--- config.mk ---
export PLATFORM = sky130hd
export DESIGN_NAME = shot_turn_ctrl
export DESIGN_NICKNAME = d
export VERILOG_FILES = /design/src/rtl/shot_pkg.sv /design/src/rtl/shot_turn_ctrl_shell_mag.sv /design/src/rtl/shot_turn_ctrl.sv
export SDC_FILE = /design/constraint.sdc
export NUM_CORES = 1
export LEC_CHECK = 0
export CORE_ASPECT_RATIO = 0.6
export CORE_UTILIZATION = 53
export DETAILED_ROUTE_END_ITERATION = 7
export PLACE_DENSITY = 0.85
export SLEW_MARGIN = 20
export SYNTH_ARGS = -nofsm -noshare
export SYNTH_HDL_FRONTEND = slang
export SYNTH_SLANG_ARGS = --single-unit
--- constraint.sdc ---
create_clock -name i_clk -period 3.2 [get_ports i_clk]
set_input_delay 0.64 -clock i_clk [delete_from_list [all_inputs] [get_ports i_clk]]
set_output_delay 0.64 -clock i_clk [all_outputs]
set_load 0.02 [all_outputs]
--- src/rtl/shot_pkg.sv ---
// shot_pkg: shared states, player ids and damage values for the shot turn scheduler.
package shot_pkg;
    typedef enum logic [2:0] {S_EMPTY, S_AIM, S_ARMED, S_FIRE, S_OVER} state_t;
    localparam logic P0 = 1'b0;
    localparam logic P1 = 1'b1;
    localparam int DMG_NORMAL = 1;
    localparam int DMG_SAW = 2;
endpackage

--- src/rtl/shot_turn_ctrl_shell_mag.sv ---
// shell_mag: shell magazine shift register with remaining-shell count; bit 0 is the next shell.
module shell_mag #(
    parameter int MAG_DEPTH = 8,
    parameter int CNT_W = 4
) (
    input  logic                 i_clk,
    input  logic                 i_rst_n,
    input  logic                 i_clear,
    input  logic                 i_load,
    input  logic                 i_pop,
    input  logic [MAG_DEPTH-1:0] i_shells,
    input  logic [CNT_W-1:0]     i_count,
    output logic                 o_head,
    output logic                 o_empty,
    output logic [CNT_W-1:0]     o_count
);
    logic [MAG_DEPTH-1:0] mag;
    logic [CNT_W-1:0] cnt, cnt_clamped;
    assign cnt_clamped = (i_count == '0) ? CNT_W'(1)
                       : (i_count > CNT_W'(MAG_DEPTH)) ? CNT_W'(MAG_DEPTH) : i_count;
    always_ff @(posedge i_clk or negedge i_rst_n) begin
        if (!i_rst_n) begin
            mag <= '0;
            cnt <= '0;
        end else if (i_clear) begin
            mag <= '0;
            cnt <= '0;
        end else if (i_load) begin
            mag <= i_shells;
            cnt <= cnt_clamped;
        end else if (i_pop && cnt != '0) begin
            mag <= mag >> 1;
            cnt <= cnt - CNT_W'(1);
        end
    end
    assign o_head = mag[0];
    assign o_empty = (cnt == '0);
    assign o_count = cnt;
endmodule

--- src/rtl/shot_turn_ctrl.sv ---
// shot_turn_ctrl: two-player turn scheduler resolving shots from a loaded magazine.
// Optional DOUBLE_DAMAGE_EN adds i_saw / o_saw_armed for a one-shot double-damage flag.
module shot_turn_ctrl
    import shot_pkg::*;
#(
    parameter int MAG_DEPTH = 8,
    parameter int HP_MAX = 4,
    parameter int HP_W = 3,
    parameter int CNT_W = 4
) (
    input  logic                 i_clk,
    input  logic                 i_rst_n,
    input  logic                 i_new_game,
    input  logic                 i_load,
    input  logic [MAG_DEPTH-1:0] i_load_shells,
    input  logic [CNT_W-1:0]     i_load_count,
    output logic                 o_load_ready,
    input  logic                 i_to_p0,
    input  logic                 i_to_p1,
    input  logic                 i_trigger,
`ifdef DOUBLE_DAMAGE_EN
    input  logic                 i_saw,
    output logic                 o_saw_armed,
`endif
    output logic                 o_turn,
    output logic                 o_target_valid,
    output logic                 o_target,
    output logic [CNT_W-1:0]     o_shell_count,
    output logic [HP_W-1:0]      o_hp0,
    output logic [HP_W-1:0]      o_hp1,
    output logic                 o_fire_valid,
    output logic                 o_fire_live,
    output logic                 o_fire_target,
    output logic                 o_game_over,
    output logic                 o_winner
);
    state_t state, state_n;
    logic turn, turn_n, target, target_n, winner, winner_n, saw, saw_n;
    logic fire_valid, fire_valid_n, fire_live, fire_live_n, fire_target, fire_target_n;
    logic [HP_W-1:0] hp0, hp0_n, hp1, hp1_n, hit_hp, hit_hp_n, dmg;
    logic mag_load, mag_pop, mag_clear, mag_head, mag_empty;
    logic [CNT_W-1:0] mag_count;

    shell_mag #(.MAG_DEPTH(MAG_DEPTH), .CNT_W(CNT_W)) u_mag (
        .i_clk(i_clk), .i_rst_n(i_rst_n), .i_clear(mag_clear), .i_load(mag_load),
        .i_pop(mag_pop), .i_shells(i_load_shells), .i_count(i_load_count),
        .o_head(mag_head), .o_empty(mag_empty), .o_count(mag_count)
    );

    assign dmg = saw ? HP_W'(DMG_SAW) : HP_W'(DMG_NORMAL);
    assign hit_hp = target ? hp1 : hp0;
    assign hit_hp_n = (hit_hp > dmg) ? hit_hp - dmg : '0;

    always_comb begin
        state_n = state;
        turn_n = turn;
        target_n = target;
        winner_n = winner;
        hp0_n = hp0;
        hp1_n = hp1;
        fire_valid_n = 1'b0;
        fire_live_n = 1'b0;
        fire_target_n = 1'b0;
        mag_load = 1'b0;
        mag_pop = 1'b0;
        mag_clear = 1'b0;
`ifdef DOUBLE_DAMAGE_EN
        saw_n = saw | (i_saw && (state == S_AIM || state == S_ARMED));
`else
        saw_n = 1'b0;
`endif
        case (state)
            S_EMPTY: if (i_load) begin
                mag_load = 1'b1;
                state_n = S_AIM;
            end
            S_AIM: if (i_to_p0 || i_to_p1) begin
                target_n = i_to_p0 ? P0 : P1;
                state_n = S_ARMED;
            end
            S_ARMED: begin
                if (i_trigger && !mag_empty) state_n = S_FIRE;
                else if (i_to_p0 || i_to_p1) target_n = i_to_p0 ? P0 : P1;
            end
            S_FIRE: begin
                mag_pop = 1'b1;
                fire_valid_n = 1'b1;
                fire_live_n = mag_head;
                fire_target_n = target;
                saw_n = 1'b0;
                if (mag_head && target) hp1_n = hit_hp_n;
                if (mag_head && !target) hp0_n = hit_hp_n;
                // only a blank aimed at oneself keeps the turn
                turn_n = (!mag_head && target == turn) ? turn : ~turn;
                if (mag_head && hit_hp_n == '0) begin
                    state_n = S_OVER;
                    winner_n = ~target;
                end else begin
                    state_n = (mag_count == CNT_W'(1)) ? S_EMPTY : S_AIM;
                end
            end
            S_OVER: ;
            default: state_n = S_EMPTY;
        endcase
        if (i_new_game) begin
            state_n = S_EMPTY;
            turn_n = P0;
            hp0_n = HP_W'(HP_MAX);
            hp1_n = HP_W'(HP_MAX);
            mag_clear = 1'b1;
            mag_load = 1'b0;
            mag_pop = 1'b0;
            fire_valid_n = 1'b0;
            fire_live_n = 1'b0;
            fire_target_n = 1'b0;
            saw_n = 1'b0;
        end
    end

    always_ff @(posedge i_clk or negedge i_rst_n) begin
        if (!i_rst_n) begin
            state <= S_EMPTY;
            turn <= P0;
            target <= P0;
            winner <= P0;
            hp0 <= HP_W'(HP_MAX);
            hp1 <= HP_W'(HP_MAX);
            fire_valid <= 1'b0;
            fire_live <= 1'b0;
            fire_target <= 1'b0;
            saw <= 1'b0;
        end else begin
            state <= state_n;
            turn <= turn_n;
            target <= target_n;
            winner <= winner_n;
            hp0 <= hp0_n;
            hp1 <= hp1_n;
            fire_valid <= fire_valid_n;
            fire_live <= fire_live_n;
            fire_target <= fire_target_n;
            saw <= saw_n;
        end
    end

    assign o_load_ready = (state == S_EMPTY);
    assign o_target_valid = (state == S_ARMED);
    assign o_game_over = (state == S_OVER);
    assign o_turn = turn;
    assign o_target = target;
    assign o_winner = winner;
    assign o_shell_count = mag_count;
    assign o_hp0 = hp0;
    assign o_hp1 = hp1;
    assign o_fire_valid = fire_valid;
    assign o_fire_live = fire_live;
    assign o_fire_target = fire_target;
`ifdef DOUBLE_DAMAGE_EN
    assign o_saw_armed = saw;
`endif
endmodule

==> results of run 1 <==
[kinds of logic (layout without fill, tap and decap cells)]
| logic type | after synthesis | in the layout | share of synthesized area (%) |
|---|---|---|---|
| simple gates | 52 | 52 | 19.3 |
| fa+ha+maj | 5 | 5 | 4.01 |
| flops | 27 | 27 | 43.5 |
| mux | 4 | 4 | 2.65 |
| compound gates | 55 | 55 | 24.6 |
| xor+xnor | 1 | 1 | 0.562 |
| buf+inv | 17 | 52 | 5.30 |
[worst max-delay path: stages, from the launching register on]
cell             delay [ps]
dfrtp_1                 600
inv_1                   120
or3_1                   340
inv_1                    60
clkdlybuf4s50_1         590
[cells in the mapped netlist, types with 3 or more instances]
master and number:
or3_1 3, mux2i_1 3, ha_1 5, nand2_1 12
nor2_1 11, inv_1 8, a22oi_1 8, a211oi_1 3
dfrtp_1 25, nand2b_1 3, nor3_1 4, o21ai_0 8
nand3b_1 3, a21oi_1 11, clkbuf_1 3, buf_2 3
nor2b_1 3, o21ai_1 7
[power by group]
part	internal [mW]	total [mW]	leakage [nW]	switching [mW]
Sequential	0.376	0.445	0.358	0.0684
Clock	0.0885	0.201	0.0217	0.112
Combinational	0.143	0.299	0.433	0.156
[flip-flops by register name (all words and copies together), names as in the netlist]
signal / flops
o_hp0: 3
o_winner: 1
o_target: 1
o_hp1: 3
u_mag.mag: 8
o_fire_live: 1
state: 3
o_fire_valid: 1
o_fire_target: 1
u_mag.o_count: 4
o_turn: 1
[metal layers]
layer / wire [um] / vias up / part of all wire, % / global-route usage, %
met2: 1590 / 59 / 43 / 37.2
met5: 0 / - / 0 / 0
met4: 28 / 0 / 0.77 / 5.10
met3: 259 / 4 / 7.1 / 4.78
met1: 1780 / 655 / 49 / 34.8
li1: - / 663 / - / -
[placed cells by master, fill, tap and decap left out, types with 4 or more instances in the layout]
cell	netlist	layout
a21oi_1	11	11
o21ai_0	8	8
nand2_1	12	12
a22oi_1	8	8
nor3_1	4	4
ha_1	5	5
clkdlybuf4s50_1	0	37
nor2_1	11	11
inv_1	8	8
dfrtp_1	25	25
o21ai_1	7	7
[how the worst max path moves through the flow]
stage / startpoint / endpoint / cells past startpoint
detailed placement: i_load / u_mag.o_count[3]$_DFFE_PN0P_ / 5
CTS: state[2]$_DFFE_PN0P_ / o_game_over / 4
global placement: i_load / u_mag.o_count[3]$_DFFE_PN0P_ / 5
finish: state[2]$_DFFE_PN0P_ / o_game_over / 4
floorplan: o_target$_DFFE_PN0P_ / o_hp1[0]$_DFFE_PN0P_ / 6
global route: state[2]$_DFFE_PN0P_ / o_game_over / 4
[cell type report]
type / instances / share of cell area, %
multi-input combinational: 117 / 39.9
sequential: 27 / 33.9
timing repair buffer: 40 / 19.7
tap: 40 / 2.50
clock buffer: 3 / 2.07
inverter: 8 / 1.50
clock inverter: 1 / 0.376
[per-stage QoR]
step / std cells / worst slack [ps] / hold WS [ps]
floorplan: 161 / 1200 / 344
global placement: 232 / 764 / 463
detailed placement: 232 / 700 / 479
CTS: 236 / 569 / 502
global route: 236 / 441 / 531
finish: 236 / 562 / 498
==> results.cfg, run 1 <==
[setup_path]
r2r-end = state[0]$_DFFE_PN0P_
r2r_slack_ps = 850
start_kind = flip-flop
r2r_cells = 5
reg2reg_from = o_target$_DFFE_PN0P_
critPathCaptureType = primary output
path_max_fanout = 12
crit_type = reg2out
worstPathRequired_ps = 2560
cp.arrival_ps = 2000

[hold_path]
hold_start = u_mag.mag[5]$_DFFE_PN0P_
min_to = u_mag.mag[5]$_DFFE_PN0P_
hold_path_depth = 2
min_path_type = reg2reg

[placed_design]
portBuffers = 37
place_congestion = 0.887
post-dp-hpwl_um = 2610
postPlaceCellArea_sq_um = 1950

[global_route]
grt_pass1_wl_um = 5700
grt_use_total_pct = 23.7
grt_max_degree = 28
grt_antenna_before_repair = 0
grt_pass1_vias = 1243
gr-total-overflow = 0

[sta]
period_needed_ps = 2640
setup_violations = 0
relSlewSlack_pct = 56.9
achievable-frequency_mhz = 379
skew_ps = 3.91
fin_tns_setup_ps = 0
rsz0062_at_grt = false
period_share_pct = 82.4
hold_violations = 0
tightest_slew_ps = 644
drv_slew = 0

[final_layout]
nets = 221
utilization_pct = 75.5
diodes = 0
multi_input_area_sq_um = 798
final_area_sq_um = 2000
nFillCells = 178
final_layout_size_suffix_gt1_share_pct = 7.65
area_growth_pct = 28.2
regArea_sq_um = 678

[cts]
cts_buffer_depth = 2
postCtsHoldBufs = 0
cts_tree = done
cts.sinks = 27
clkTransAtPathRegs_ps = 100
clock-root-buffer = clkbuf_8
h-tree-depth = 1
cts_resized = 0
clk_latency_ps = 280
cts_setup_buffers = 0
cts_made_buffers = 3

[yosys]
synth_top_area_share_pct = 40.1
yosys-top-cells-area = dfrtp_1 (40%), ha_1 (4.0%), a22oi_1 (3.9%)
syn-num-nets = 185
ys_seq_elements = 27
synthArstFlopShare_pct = 100
syn_inst = 161
synth_edf_count = 0
yosysUniqueCellTypes = 49
synth_ff_type = dfrtp_1
synth.largest_area_cell = dfrtp_1
syn_area_per_cell_sq_um = 9.68
mappedNetlistArea_sq_um = 1560
synth-seq-area-share_pct = 43.5
yosys_warnings = 0

[floorplan]
core-area_sq_um = 2650
initial_core_util_pct = 58.9
dieArea_sq_um = 3170
boundaryPins = 38
die_w_um = 72.0
chipHeight_um = 44.0
num_rows = 14

[route]
drt-total-wl_um = 3650
drt-vias-per-instance = 5.85
first_iter_violations = 156
ant_nets = 0
vias = 1381
avgRoutedWirePerCell_um = 15.5
detail_route.first_pass.iterations = 4
drc_errors = 0

[job]
drv_cap = 0

[power_and_ir_drop]
ir_drop_mv = 0.337
p_leak_nw = 0.812
power.total_mw = 0.944
power.density_nw_per_um2 = 473

[status]
status = finished clean
No activity file was read; power rests on OpenSTA's default activity.
==> run 2, diff against run 1 <==
- CORE_UTILIZATION: 53 -> 49
- PLACE_DENSITY: 0.85 -> 0.79
- clock period: 3.2 -> 2.6 ns (I/O delays scaled with it)
==> results.cfg, run 2 (same netlist as run 1, synthesis figures left out) <==
[final_layout]
regArea_sq_um = 679
final_layout_size_suffix_gt1_share_pct = 9.09
area_growth_pct = 29.4
utilization_pct = 68.5
nFillCells = 234
multi_input_area_sq_um = 798
final_common_cell = clkdlybuf4s50_1
layout_common_cells = clkdlybuf4s50_1 (37), dfrtp_1 (24), nand2_1 (12)
nets = 223
largest_reg_flops = 8
diodes = 0
top_register = u_mag.mag

[global_route]
gr-total-overflow = 0
grt_pass1_vias = 1179
grt_max_degree = 28
grt_antenna_before_repair = 0
grt_use_total_pct = 23.1
grt_pass1_wl_um = 5820

[setup_path]
worstPathRequired_ps = 2080
cp_slowest_stage_delay_ps = 590
path_delay_family = buffers and inverters
path_max_fanout = 13
cp.arrival_ps = 1920
critPathCaptureType = primary output
reg2reg_from = u_mag.o_count[1]$_DFFE_PN0P_
cp_slowest_cell = clkdlybuf4s50_1
critical_path_depth = 3
start_kind = flip-flop
crit_type = reg2out
r2r_cells = 6
crit_chain = or3_1 > inv_1 > clkdlybuf4s50_1
cp-startpoint = state[1]$_DFFE_PN0P_
path_buf_inv = 2

[hold_path]
min_path_type = reg2reg
hold_start = u_mag.mag[5]$_DFFE_PN0P_
hold_path_depth = 2

[floorplan]
chipHeight_um = 45.7
num_rows = 15
die_w_um = 74.8
boundaryPins = 38
core-area_sq_um = 2950
dieArea_sq_um = 3420
initial_core_util_pct = 52.9

[sta]
fin_tns_setup_ps = 0
setup_violations = 0
achievable-frequency_mhz = 409
hold_violations = 0
tightest_slew_ps = 867
rsz0062_at_grt = false
period_share_pct = 94.0
period_needed_ps = 2440
skew_ps = 2.92
drv_slew = 0
relSlewSlack_pct = 42.2

[cts]
cts.sinks = 27
clkTransAtPathRegs_ps = 90
clk_latency_ps = 270
cts_setup_buffers = 0
postCtsHoldBufs = 0
cts_made_buffers = 3
cts_tree = done
cts_resized = 0
clock-root-buffer = clkbuf_8
cts_buffer_depth = 2
h-tree-depth = 1

[job]
drv_cap = 0

[route]
avgRoutedWirePerCell_um = 14.7
drc_errors = 0
drt-total-wl_um = 3540
drt-vias-per-instance = 5.81
detail_route.first_pass.iterations = 4
ant_nets = 0
vias = 1394
first_iter_violations = 124

[placed_design]
place_congestion = 0.869
portBuffers = 37
post-dp-hpwl_um = 2740

[power_and_ir_drop]
power.density_nw_per_um2 = 578
p_leak_nw = 0.821
power.total_mw = 1.17
ir_drop_mv = 0.297

[status]
status = finished clean
## run 2: final cells by class
class / instances / share of cell area [%]
clock buffers: 3 / 2.05
multi-input cells: 117 / 39.6
repair buffers: 42 / 20.2
inverters: 8 / 1.49
clock inverters: 1 / 0.372
well taps: 42 / 2.61
flip-flops and latches: 27 / 33.7
## run 2: stage by stage
stage	setup WS, ps	std cells	area (sq um)	hold slack (ps)
3_5_place_dp	270	236	1970	482
5_1_grt	67.3	240	2020	533
2_1_floorplan	601	161	1560	224
3_3_place_gp	336	236	1970	465
4_1_cts	82.9	240	2020	506
6_report	156	240	2020	497
## run 2: final timing paths
kind,end,slack [ps]
hold reg to reg,u_mag.mag[5]$_DFFE_PN0P_,500
min in group asynchronous,o_hp0[0]$_DFFE_PN0P_,610
setup reg to reg,u_mag.o_count[2]$_DFFE_PN0P_,280
hold / removal,u_mag.mag[5]$_DFFE_PN0P_,500
setup / recovery,o_game_over,160
max in group asynchronous,o_hp1[2]$_DFFE_PN1P_,1690
## run 2: tightest hold or removal path, delay by kind of cell, from the launching register on
kind / cells / cell delay [ps]
flip-flops: 1 / 350
AND/OR/NAND/NOR: 1 / 50
AO/OA/AOI/OAI: 1 / 60
## run 2: routing by layer
metal	vias to the layer above	part of all wire (%)	routed length [um]	track usage (%)
li1	666	-	-	-
met1	665	48	1700	37.1
met2	61	43	1530	31.5
met3	2	8.5	300	5.75
met4	0	0.34	12	2.26
met5	-	0	0	0
## run 2: power breakdown
part | switching (mW) | internal (mW)
clock network | 0.131 | 0.109
logic | 0.226 | 0.188
registers | 0.0482 | 0.464
total | 0.405 | 0.761
==> run 3, diff against run 2 <==
- ABC_AREA: default -> 1
==> results.cfg, run 3 <==
[yosys]
synthArstFlopShare_pct = 100
yosys_warnings = 0
synth_top_area_share_pct = 39.2
syn_inst = 207
synth.largest_area_cell = dfrtp_1
yosys-top-cells-area = dfrtp_1 (39%), nand2_1 (14%), inv_1 (6.6%)
synth_ff_type = dfrtp_1
yosysUniqueCellTypes = 29
yosysMostFrequentCell = nand2_1
ys_top_cells_by_count = nand2_1 (58), inv_1 (28), dfrtp_1 (25), nor2_1 (17), nand3_1 (15)
synth_edf_count = 0
synth-seq-area-share_pct = 42.4
mappedNetlistArea_sq_um = 1600
syn-num-nets = 231
syn_area_per_cell_sq_um = 7.72
ys_seq_elements = 27

[floorplan]
chipHeight_um = 46.2
die_w_um = 75.7
core-area_sq_um = 2980
num_rows = 15
boundaryPins = 38
dieArea_sq_um = 3500
initial_core_util_pct = 53.5

[route]
ant_nets = 0
vias = 1440
first_iter_violations = 124
detail_route.first_pass.iterations = 4
avgRoutedWirePerCell_um = 12.0
drc_errors = 0
drt-total-wl_um = 3460
drt-vias-per-instance = 5.00

[final_layout]
final_area_sq_um = 2050
final_common_cell = nand2_1
utilization_pct = 68.6
diodes = 0
final_layout_size_suffix_gt1_share_pct = 12.2
area_growth_pct = 28.0
largest_reg_flops = 8
top_register = u_mag.mag
layout_common_cells = nand2_1 (58), clkdlybuf4s50_1 (37), inv_1 (28)
nets = 271

[global_route]
grt_pass1_vias = 1217
grt_max_degree = 28
grt_use_total_pct = 22.7
gr-total-overflow = 0
grt_pass1_wl_um = 5640
grt_antenna_before_repair = 0

[setup_path]
cp_slowest_stage_delay_ps = 620
path_buf_inv = 2
critPathCaptureType = primary output
crit_chain = nor2_1 > inv_1 > nor2_1 > clkdlybuf4s50_1
cp_common_cell = nor2_1
start_kind = flip-flop
worstPathRequired_ps = 2080
cp_slowest_cell = clkdlybuf4s50_1
path_delay_family = buffers and inverters
cp.arrival_ps = 1740
crit_type = reg2out
path_max_fanout = 4

[cts]
cts_setup_buffers = 0
cts_tree = done
clk_latency_ps = 270
postCtsHoldBufs = 0
cts_made_buffers = 3
clkTransAtPathRegs_ps = 90
cts_buffer_depth = 2
cts_resized = 0
h-tree-depth = 1
clock-root-buffer = clkbuf_8
cts.sinks = 27

[placed_design]
place_congestion = 0.906
post-dp-hpwl_um = 2690
portBuffers = 37
postPlaceCellArea_sq_um = 2000
place_ws_ps = 325

[sta]
tightest_slew_ps = 666
finalWorstSetupSlack_ps = 343
achievable-frequency_mhz = 443
drv_slew = 0
setup_violations = 0
hold_violations = 0
rsz0062_at_grt = false
fin_tns_setup_ps = 0
period_share_pct = 86.8
skew_ps = 1.97
period_needed_ps = 2260
relSlewSlack_pct = 55.4

[power_and_ir_drop]
ir_drop_mv = 0.503
power.total_mw = 2.21
p_leak_nw = 0.949
power.density_nw_per_um2 = 1080

[hold_path]
min_path_type = reg2reg

[status]
status = finished clean

[job]
drv_cap = 0
==> run 3: changes by cell type after synthesis, moves of 4 or more <==
cell and change:
nor2_2 +5, a22oi_1 -8, nand2_1 +46, o21ai_0 +4, inv_1 +20, nand2_2 +5, nor2_1 +6, a31oi_2 +4
nor3_1 -4, a21oi_1 -10, nand3_1 +13
==> run 3: power breakdown <==
part / total, mW / switching (mW) / internal (mW) / leakage [nW]
clock network: 0.232 / 0.123 / 0.110 / 0.0228
logic: 1.27 / 0.770 / 0.502 / 0.577
registers: 0.709 / 0.133 / 0.576 / 0.350
==> run 3: per-stage QoR <==
step	instances	hold slack (ps)
after floorplan	207	224
after global placement	284	501
after detailed placement	284	514
after CTS	288	528
after global routing	288	570
final	288	525
==> run 3: worst register-to-register path: stages, from the launching register on <==
cell and delay (ps):
dfrtp_1 410, inv_1 110, ha_1 200, nor3b_2 190
o21ai_4 570, nor2_1 100, a31oi_1 170
==> run 3: final timing paths <==
kind	to	startpoint	slack [ps]	cells after the start
max	o_load_ready	state[0]$_DFFE_PN0P_	340	4
min	o_hp1[2]$_DFFE_PN1P_	o_hp1[2]$_DFFE_PN1P_	530	2
max reg2reg	u_mag.mag[2]$_DFFE_PN0P_	u_mag.o_count[0]$_DFFE_PN0P_	770	6
min reg2reg	o_hp1[2]$_DFFE_PN1P_	o_hp1[2]$_DFFE_PN1P_	530	2
max in group asynchronous	o_hp1[2]$_DFFE_PN1P_	i_rst_n	1690	2
min in group asynchronous	o_turn$_DFFE_PN0P_	i_rst_n	610	2
==> run 3: logic make-up (layout without fill, tap and decap cells) <==
| group | count (synthesis) | count (layout) | share of synthesized area, % |
|---|---|---|---|
| and+or+nand+nor | 104 | 104 | 28.9 |
| DFF | 27 | 27 | 42.4 |
| xor gates and xnor gates | 2 | 2 | 1.10 |
| buffers and inverters | 36 | 75 | 9.63 |
| adders and majority gates | 5 | 5 | 3.92 |
| AOI/OAI and AO/OA | 33 | 33 | 14.0 |
==> run 3: layout make-up <==
class | count | area (sq um)
Clock buffer | 4 | 45.0
Fill cell | 246 | 938
Inverter | 33 | 126
Multi-Input combinational cell | 144 | 766
Sequential cell | 27 | 678
Tap cell | 42 | 52.6
Timing Repair Buffer | 38 | 378
==> run 3: routing by layer <==
metal  GRT usage (%)  routed length [um]  vias to the layer above
met5               0                   0                        -
met4            7.04                  46                        0
met3            6.78                 223                        6
met2            30.5                1390                       49
met1            34.5                1800                      647
li1                -                   -                      738
